--- src/rtl/hazard_ctrl_pkg.sv ---
// Shared types for the 5-stage pipeline hazard controller: forwarding selects,
// the packed control bundle and the multi-cycle timer states.
package hazard_ctrl_pkg;

  typedef enum logic [1:0] {
    FWD_NONE = 2'b00,
    FWD_W    = 2'b01,
    FWD_M    = 2'b10
  } fwd_sel_e;

  typedef struct packed {
    fwd_sel_e fwd_a_E;
    fwd_sel_e fwd_b_E;
    logic     fwd_a_D;
    logic     fwd_b_D;
    logic     stall_F;
    logic     stall_D;
    logic     stall_E;
    logic     flush_D;
    logic     flush_E;
    logic     flush_M;
  } hazard_ctrl_t;

  typedef enum logic [1:0] {
    IDLE    = 2'b00,
    MC_BUSY = 2'b01,
    MC_DONE = 2'b10
  } mc_state_e;

endpackage

--- src/rtl/hazard_mc_timer.sv ---
// Occupancy timer for multi-cycle E-stage ops (mul/div): holds the pipe for
// exactly MC_LAT cycles starting with the start cycle, then pulses done.
module hazard_mc_timer
  import hazard_ctrl_pkg::*;
#(
  parameter int unsigned MC_LAT = 8
) (
  input  logic clk,
  input  logic resetn,
  input  logic start_i,
  output logic mc_stall_o,
  output logic mc_busy_o,
  output logic mc_done_o
);

  localparam int unsigned CNT_W = $clog2(MC_LAT + 1);

  mc_state_e        state_q;
  logic [CNT_W-1:0] cnt_q;

  // cnt holds the stall cycles still owed after the current one
  always_ff @(posedge clk) begin
    if (!resetn) begin
      state_q <= IDLE;
      cnt_q   <= '0;
    end else begin
      case (state_q)
        IDLE: begin
          if (start_i) begin
            if (MC_LAT == 1) begin
              state_q <= MC_DONE;
            end else begin
              cnt_q   <= CNT_W'(MC_LAT - 1);
              state_q <= MC_BUSY;
            end
          end
        end
        MC_BUSY: begin
          cnt_q <= cnt_q - CNT_W'(1);
          if (cnt_q == CNT_W'(1)) state_q <= MC_DONE;
        end
        MC_DONE: state_q <= IDLE;
        default: state_q <= IDLE;
      endcase
    end
  end

  // start cycle already stalls, so the op's first stall is not delayed a cycle
  assign mc_stall_o = resetn & (((state_q == IDLE) & start_i) | (state_q == MC_BUSY));
  assign mc_busy_o  = mc_stall_o;
  assign mc_done_o  = resetn & (state_q == MC_DONE);

endmodule

--- src/rtl/hazard_ctrl.sv ---
// Pipeline hazard controller: E/D forwarding, load-use and branch-use interlocks,
// multi-cycle op stall and redirect flush. Optional perf counters: HAZARD_PERF_EN.
module hazard_ctrl
  import hazard_ctrl_pkg::*;
#(
  parameter int unsigned NREG   = 32,
  parameter int unsigned MC_LAT = 8
`ifdef HAZARD_PERF_EN
  , parameter int unsigned CW   = 32
`endif
  , localparam int unsigned AW  = $clog2(NREG)
) (
  input  logic          clk,
  input  logic          resetn,
  input  logic [AW-1:0] rs_D,
  input  logic [AW-1:0] rt_D,
  input  logic          branch_D,
  input  logic [AW-1:0] rs_E,
  input  logic [AW-1:0] rt_E,
  input  logic [AW-1:0] write_reg_E,
  input  logic [AW-1:0] write_reg_M,
  input  logic [AW-1:0] write_reg_W,
  input  logic          reg_write_E,
  input  logic          reg_write_M,
  input  logic          reg_write_W,
  input  logic          mem_to_reg_E,
  input  logic          mem_to_reg_M,
  input  logic          mc_start_E,
  input  logic          redirect_D,
  output hazard_ctrl_t  hazard,
  output logic          mc_busy,
  output logic          mc_done
`ifdef HAZARD_PERF_EN
  , output logic [CW-1:0] perf_stall_cyc
  , output logic [CW-1:0] perf_lu_cnt
  , output logic [CW-1:0] perf_mc_cnt
`endif
);

  logic         mc_stall;
  logic         m_alu;
  logic         e_dst_hit;
  logic         m_dst_hit;
  logic         lu_hit;
  logic         bu_hit;
  logic         use_stall;
  hazard_ctrl_t hz_c;

  hazard_mc_timer #(.MC_LAT(MC_LAT)) u_mc_timer (
    .clk        (clk),
    .resetn     (resetn),
    .start_i    (mc_start_E),
    .mc_stall_o (mc_stall),
    .mc_busy_o  (mc_busy),
    .mc_done_o  (mc_done)
  );

  // $0 is hardwired, so a zero destination never matches a source
  function automatic logic dst_hit(input logic [AW-1:0] dst, input logic [AW-1:0] src);
    return (dst != '0) && (dst == src);
  endfunction

  function automatic fwd_sel_e fwd_e(input logic [AW-1:0] src);
    if (src == '0) return FWD_NONE;
    if (reg_write_M && !mem_to_reg_M && (write_reg_M == src)) return FWD_M;
    if (reg_write_W && (write_reg_W == src)) return FWD_W;
    return FWD_NONE;
  endfunction

  assign m_alu     = reg_write_M & ~mem_to_reg_M;
  assign e_dst_hit = reg_write_E & (dst_hit(write_reg_E, rs_D) | dst_hit(write_reg_E, rt_D));
  assign m_dst_hit = mem_to_reg_M & (dst_hit(write_reg_M, rs_D) | dst_hit(write_reg_M, rt_D));
  assign lu_hit    = mem_to_reg_E & e_dst_hit;
  assign bu_hit    = branch_D & (e_dst_hit | m_dst_hit);
  assign use_stall = lu_hit | bu_hit;

  // Merge: MC stall freezes F/D/E and bubbles M; otherwise interlocks bubble E
  always_comb begin
    hz_c = '0;
    if (resetn) begin
      hz_c.fwd_a_E = fwd_e(rs_E);
      hz_c.fwd_b_E = fwd_e(rt_E);
      hz_c.fwd_a_D = branch_D & m_alu & dst_hit(write_reg_M, rs_D);
      hz_c.fwd_b_D = branch_D & m_alu & dst_hit(write_reg_M, rt_D);
      if (mc_stall) begin
        hz_c.stall_F = 1'b1;
        hz_c.stall_D = 1'b1;
        hz_c.stall_E = 1'b1;
        hz_c.flush_M = 1'b1;
      end else if (use_stall) begin
        hz_c.stall_F = 1'b1;
        hz_c.stall_D = 1'b1;
        hz_c.flush_E = 1'b1;
      end
      hz_c.flush_D = redirect_D & ~hz_c.stall_D;
    end
  end

  assign hazard = hz_c;

`ifdef HAZARD_PERF_EN
  logic [CW-1:0] stall_cyc_q, stall_cyc_d;
  logic [CW-1:0] lu_cnt_q, lu_cnt_d;
  logic [CW-1:0] mc_cnt_q, mc_cnt_d;
  logic          mc_stall_prev_q;

  function automatic logic [CW-1:0] sat_inc(input logic [CW-1:0] v, input logic en);
    return (en && (v != '1)) ? v + CW'(1) : v;
  endfunction

  // Every op ends in a non-stalling done cycle, so a rising mc_stall marks a start
  always_comb begin
    stall_cyc_d = sat_inc(stall_cyc_q, hz_c.stall_F);
    lu_cnt_d    = sat_inc(lu_cnt_q, resetn & use_stall & ~mc_stall);
    mc_cnt_d    = sat_inc(mc_cnt_q, mc_stall & ~mc_stall_prev_q);
  end

  always_ff @(posedge clk) begin
    if (!resetn) begin
      stall_cyc_q     <= '0;
      lu_cnt_q        <= '0;
      mc_cnt_q        <= '0;
      mc_stall_prev_q <= 1'b0;
    end else begin
      stall_cyc_q     <= stall_cyc_d;
      lu_cnt_q        <= lu_cnt_d;
      mc_cnt_q        <= mc_cnt_d;
      mc_stall_prev_q <= mc_stall;
    end
  end

  assign perf_stall_cyc = resetn ? stall_cyc_q : '0;
  assign perf_lu_cnt    = resetn ? lu_cnt_q    : '0;
  assign perf_mc_cnt    = resetn ? mc_cnt_q    : '0;
`endif

endmodule

--- config.mk ---
export PLATFORM = sky130hd
export DESIGN_NAME = hazard_ctrl
export DESIGN_NICKNAME = d
export VERILOG_FILES = /design/src/rtl/hazard_ctrl_pkg.sv /design/src/rtl/hazard_mc_timer.sv /design/src/rtl/hazard_ctrl.sv
export SDC_FILE = /design/constraint.sdc
export NUM_CORES = 1
export LEC_CHECK = 0
export BUFFER_PORTS_ARGS = -buffer_cell sky130_fd_sc_hd__buf_2
export CAP_MARGIN = 20
export CORE_MARGIN = 2
export CORE_UTILIZATION = 44
export CTS_BUF_LIST = sky130_fd_sc_hd__clkbuf_4 sky130_fd_sc_hd__clkbuf_8
export DETAILED_ROUTE_END_ITERATION = 12
export PLACE_DENSITY = 0.82
export SYNTH_ARGS = -nofsm -noshare
export SYNTH_HDL_FRONTEND = slang
export SYNTH_SLANG_ARGS = --single-unit
--- constraint.sdc ---
create_clock -name clk -period 2.25 [get_ports clk]
set_input_delay 0.45 -clock clk [delete_from_list [all_inputs] [get_ports clk]]
set_output_delay 0.45 -clock clk [all_outputs]
set_load 0.05 [all_outputs]
==> results.sh <==
export IMPL_synth_cells=125
export IMPL_first_iter_violations=14
export IMPL_maxCapViolCount=0
export IMPL_synth_fa_ha_area_frac=0.0267
export IMPL_grt_max_degree=9
export IMPL_hpwl_um=2260
export IMPL_antenna_left=0
export IMPL_cts_tree="done"
export IMPL_cp_required_ps=1800
export IMPL_p_switching_mw=0.198
export IMPL_coreArea_sq_um=1980
export IMPL_timing_setup_tns_ps=-30.0
export IMPL_grt_pass1_wl_um=4550
export IMPL_final_hold_viol_count=0
export IMPL_endpoint_kind="primary output"
export IMPL_path_clk_slew_ps=50
export IMPL_wl_met3_um=162
export IMPL_dr_max_layer_used="met4"
export IMPL_power_total_mw=0.493
export IMPL_final_cell_area_sq_um=1410
export IMPL_fillers=157
export IMPL_drive_above_1_share=0.443
export IMPL_fin_nets=234
export IMPL_rsz0062_at_grt="true"
export IMPL_drc=0
export IMPL_synth_seq_area_share=0.128
export IMPL_synth_cell_types=39
export IMPL_switching_share=0.401
export IMPL_status="finished, violations left"
export IMPL_hp_class="register to register"
export IMPL_cts_sinks=6
export IMPL_die_x_um=50.1
export IMPL_hold_buffers=0
export IMPL_syn_nets=172
export IMPL_vias=1135
export IMPL_fin_worst_skew_ps=9.22
export IMPL_synth_mux_area_frac=0
export IMPL_cp_max_fo=3
export IMPL_fin_crit_sh=1.01
export IMPL_worstMarginPinSlew_ps=338
export IMPL_synth_warnings=0
export IMPL_p_leak_nw=0.646
export IMPL_syn_area_sq_um=936
export IMPL_ir_drop_mv=0.315
export IMPL_setup_viol=2
export IMPL_dieArea_sq_um=2510
export IMPL_place_congestion=0.862
export IMPL_via_per_inst=5.35
export IMPL_htreeDepth=1
export IMPL_rows=16
export IMPL_overflow=0
export IMPL_pre_cts_ws_ps=-44.8
export IMPL_power_frac_seq=0.257
export IMPL_holdWs_ps=524
export IMPL_synth_top_family_by_area="XOR/XNOR gates"
export IMPL_cts_setup_buffers=0
export IMPL_violations="negative setup slack"
export IMPL_start_util=0.472
export IMPL_min_period_ps=2270
export IMPL_power_frac_comb=0.534
export IMPL_insertion_delay_ps=250
export IMPL_clockBufferDepth=2
export IMPL_synth_compound_area_frac=0.159
export IMPL_pin_count=59
export IMPL_syn_avg_cell_area_sq_um=7.49
export IMPL_synthXorXnorAreaFrac=0.337
export IMPL_dieHeight_um=50.1
export IMPL_met2WireLength_um=1590
export IMPL_cp_arrival_ps=1820
export IMPL_area_growth_pct=50.5
export IMPL_pwr_share_clk=0.209
export IMPL_antenna_found_initial=0
export IMPL_finalWorstSetupSlack_ps=-15.7
export IMPL_wirelength_met1_um=1010
export IMPL_first_pass_iters=4
export IMPL_start_kind="primary input"
export IMPL_grt_pass1_vias=1145
export IMPL_max_slew_margin=0.774
export IMPL_portBuffers=58
export IMPL_root_buffer="clkbuf_4"
export IMPL_slew_viol_final=0
export IMPL_min_path_cells=1
export IMPL_fin_cells=212
export IMPL_grtUsageTotal=0.231
export IMPL_internal_power_mw=0.295
export IMPL_power_density_nw_per_um2=350
export IMPL_dpl_cell_count=209
export IMPL_ys_ff_latch=6
export IMPL_wl_per_cell_um=13.2
export IMPL_cts_buffers=3
export IMPL_fin_util=0.711
export IMPL_dpl_instance_area_sq_um=1320
export IMPL_synth_simple_area_share=0.267
export IMPL_route_final_wire_length_um=2800
export IMPL_r2r_cells=4
export IMPL_num_antenna_cells=0
export IMPL_fmax_ghz=0.441
export IMPL_critical_path_class="primary input to primary output"
[what timing repair did]
action,in CTS,in global routing
gates resized for setup,5,15
endpoints found under the setup margin,3,6
pin swaps,2,10
[power by group through the flow]
stage	Combinational (mW)	Clock [mW]	Sequential, mW
final	0.263	0.103	0.127
after global routing	0.287	0.113	0.128
after CTS	0.253	0.105	0.126
after detailed placement	0.247	0	0.128
after global placement	0.237	0	0.128
after floorplan	0.164	0	0.126
[cell families (layout without fill, tap and decap cells)]
logic type	count (synthesis)	count (layout)
fa+ha+maj	2	2
xor+xnor	36	36
buf+inv	16	76
simple gates	45	45
flops	6	6
compound gates	20	20
[metal layers]
layer | global-route usage | vias to the layer above
li1 | - | 563
met1 | 0.243 | 524
met2 | 0.452 | 42
met3 | 0.0394 | 6
met4 | 0.0694 | 0
met5 | 0 | -
[cell usage in the layout (no fill, tap or decap), drive strengths merged, types with 4 or more instances in the layout]
master / instances
buf: 64
xor2: 15
nor3: 8
clkbuf: 4
nand3: 7
dfxtp: 6
inv: 8
xnor2: 21
nor2: 9
[critical path: stages]
cell	delay, ps
buf_8	100
or4_4	540
nor2_4	100
a211oi_2	70
o31a_2	400
buf_8	160
[synth_stat cells, drive strengths merged]
| cell | instances | area [sq um] |
|---|---|---|
| xnor2 | 21 | 184 |
| xor2 | 15 | 131 |
| nor2 | 9 | 33.8 |
| inv | 8 | 30.0 |
| nor3 | 8 | 45.0 |
| nand3 | 7 | 35.0 |
| buf | 6 | 37.5 |
| dfxtp | 6 | 120 |
| a211oi | 3 | 22.5 |
| a221oi | 3 | 26.3 |
| nor3b | 3 | 22.5 |
| nor4 | 3 | 18.8 |
| o21ai | 3 | 15.0 |
| a21oi | 2 | 10.0 |
| clkbuf | 2 | 8.75 |
| ha | 2 | 25.0 |
| nand2 | 2 | 7.51 |
| nand4 | 2 | 12.5 |
| or3 | 2 | 12.5 |
| or4 | 2 | 15.0 |
| a2111oi | 1 | 8.76 |
| a21boi | 1 | 7.51 |
| a21o | 1 | 7.51 |
| a22oi | 1 | 7.51 |
| and2 | 1 | 6.26 |
| and3 | 1 | 6.26 |
| nand2b | 1 | 6.26 |
| nand3b | 1 | 7.51 |
| nor2b | 1 | 6.26 |
| o211a | 1 | 10.0 |
| o221ai | 1 | 8.76 |
| o22ai | 1 | 6.26 |
| o311a | 1 | 10.0 |
| o31a | 1 | 8.76 |
| or2 | 1 | 6.26 |
| or3b | 1 | 8.76 |
[flip-flops by register name, summed over array words and instances (netlist names)]
register / flops
u_mc_timer.state_q: 2
u_mc_timer.cnt_q: 4
[final timing paths]
kind | end | from | slack, ps
setup / recovery | hazard[4] | write_reg_E[2] | -20
setup reg to reg | u_mc_timer.cnt_q[3]$_SDFFE_PN0P_ | u_mc_timer.cnt_q[0]$_SDFFE_PN0P_ | 1000
hold reg to reg | u_mc_timer.cnt_q[2]$_SDFFE_PN0P_ | u_mc_timer.state_q[0]$_SDFFE_PN0P_ | 520
hold / removal | u_mc_timer.cnt_q[2]$_SDFFE_PN0P_ | u_mc_timer.state_q[0]$_SDFFE_PN0P_ | 520
[cell type report]
type,count,area [sq um],share of cell area
clock buffers,3,22.5,0.0160
inverters,8,30.0,0.0213
multi-input cells,103,806,0.572
flip-flops and latches,6,120,0.0853
well taps,27,33.8,0.0240
repair buffers,65,397,0.282
(Power assumes the default switching activity.)
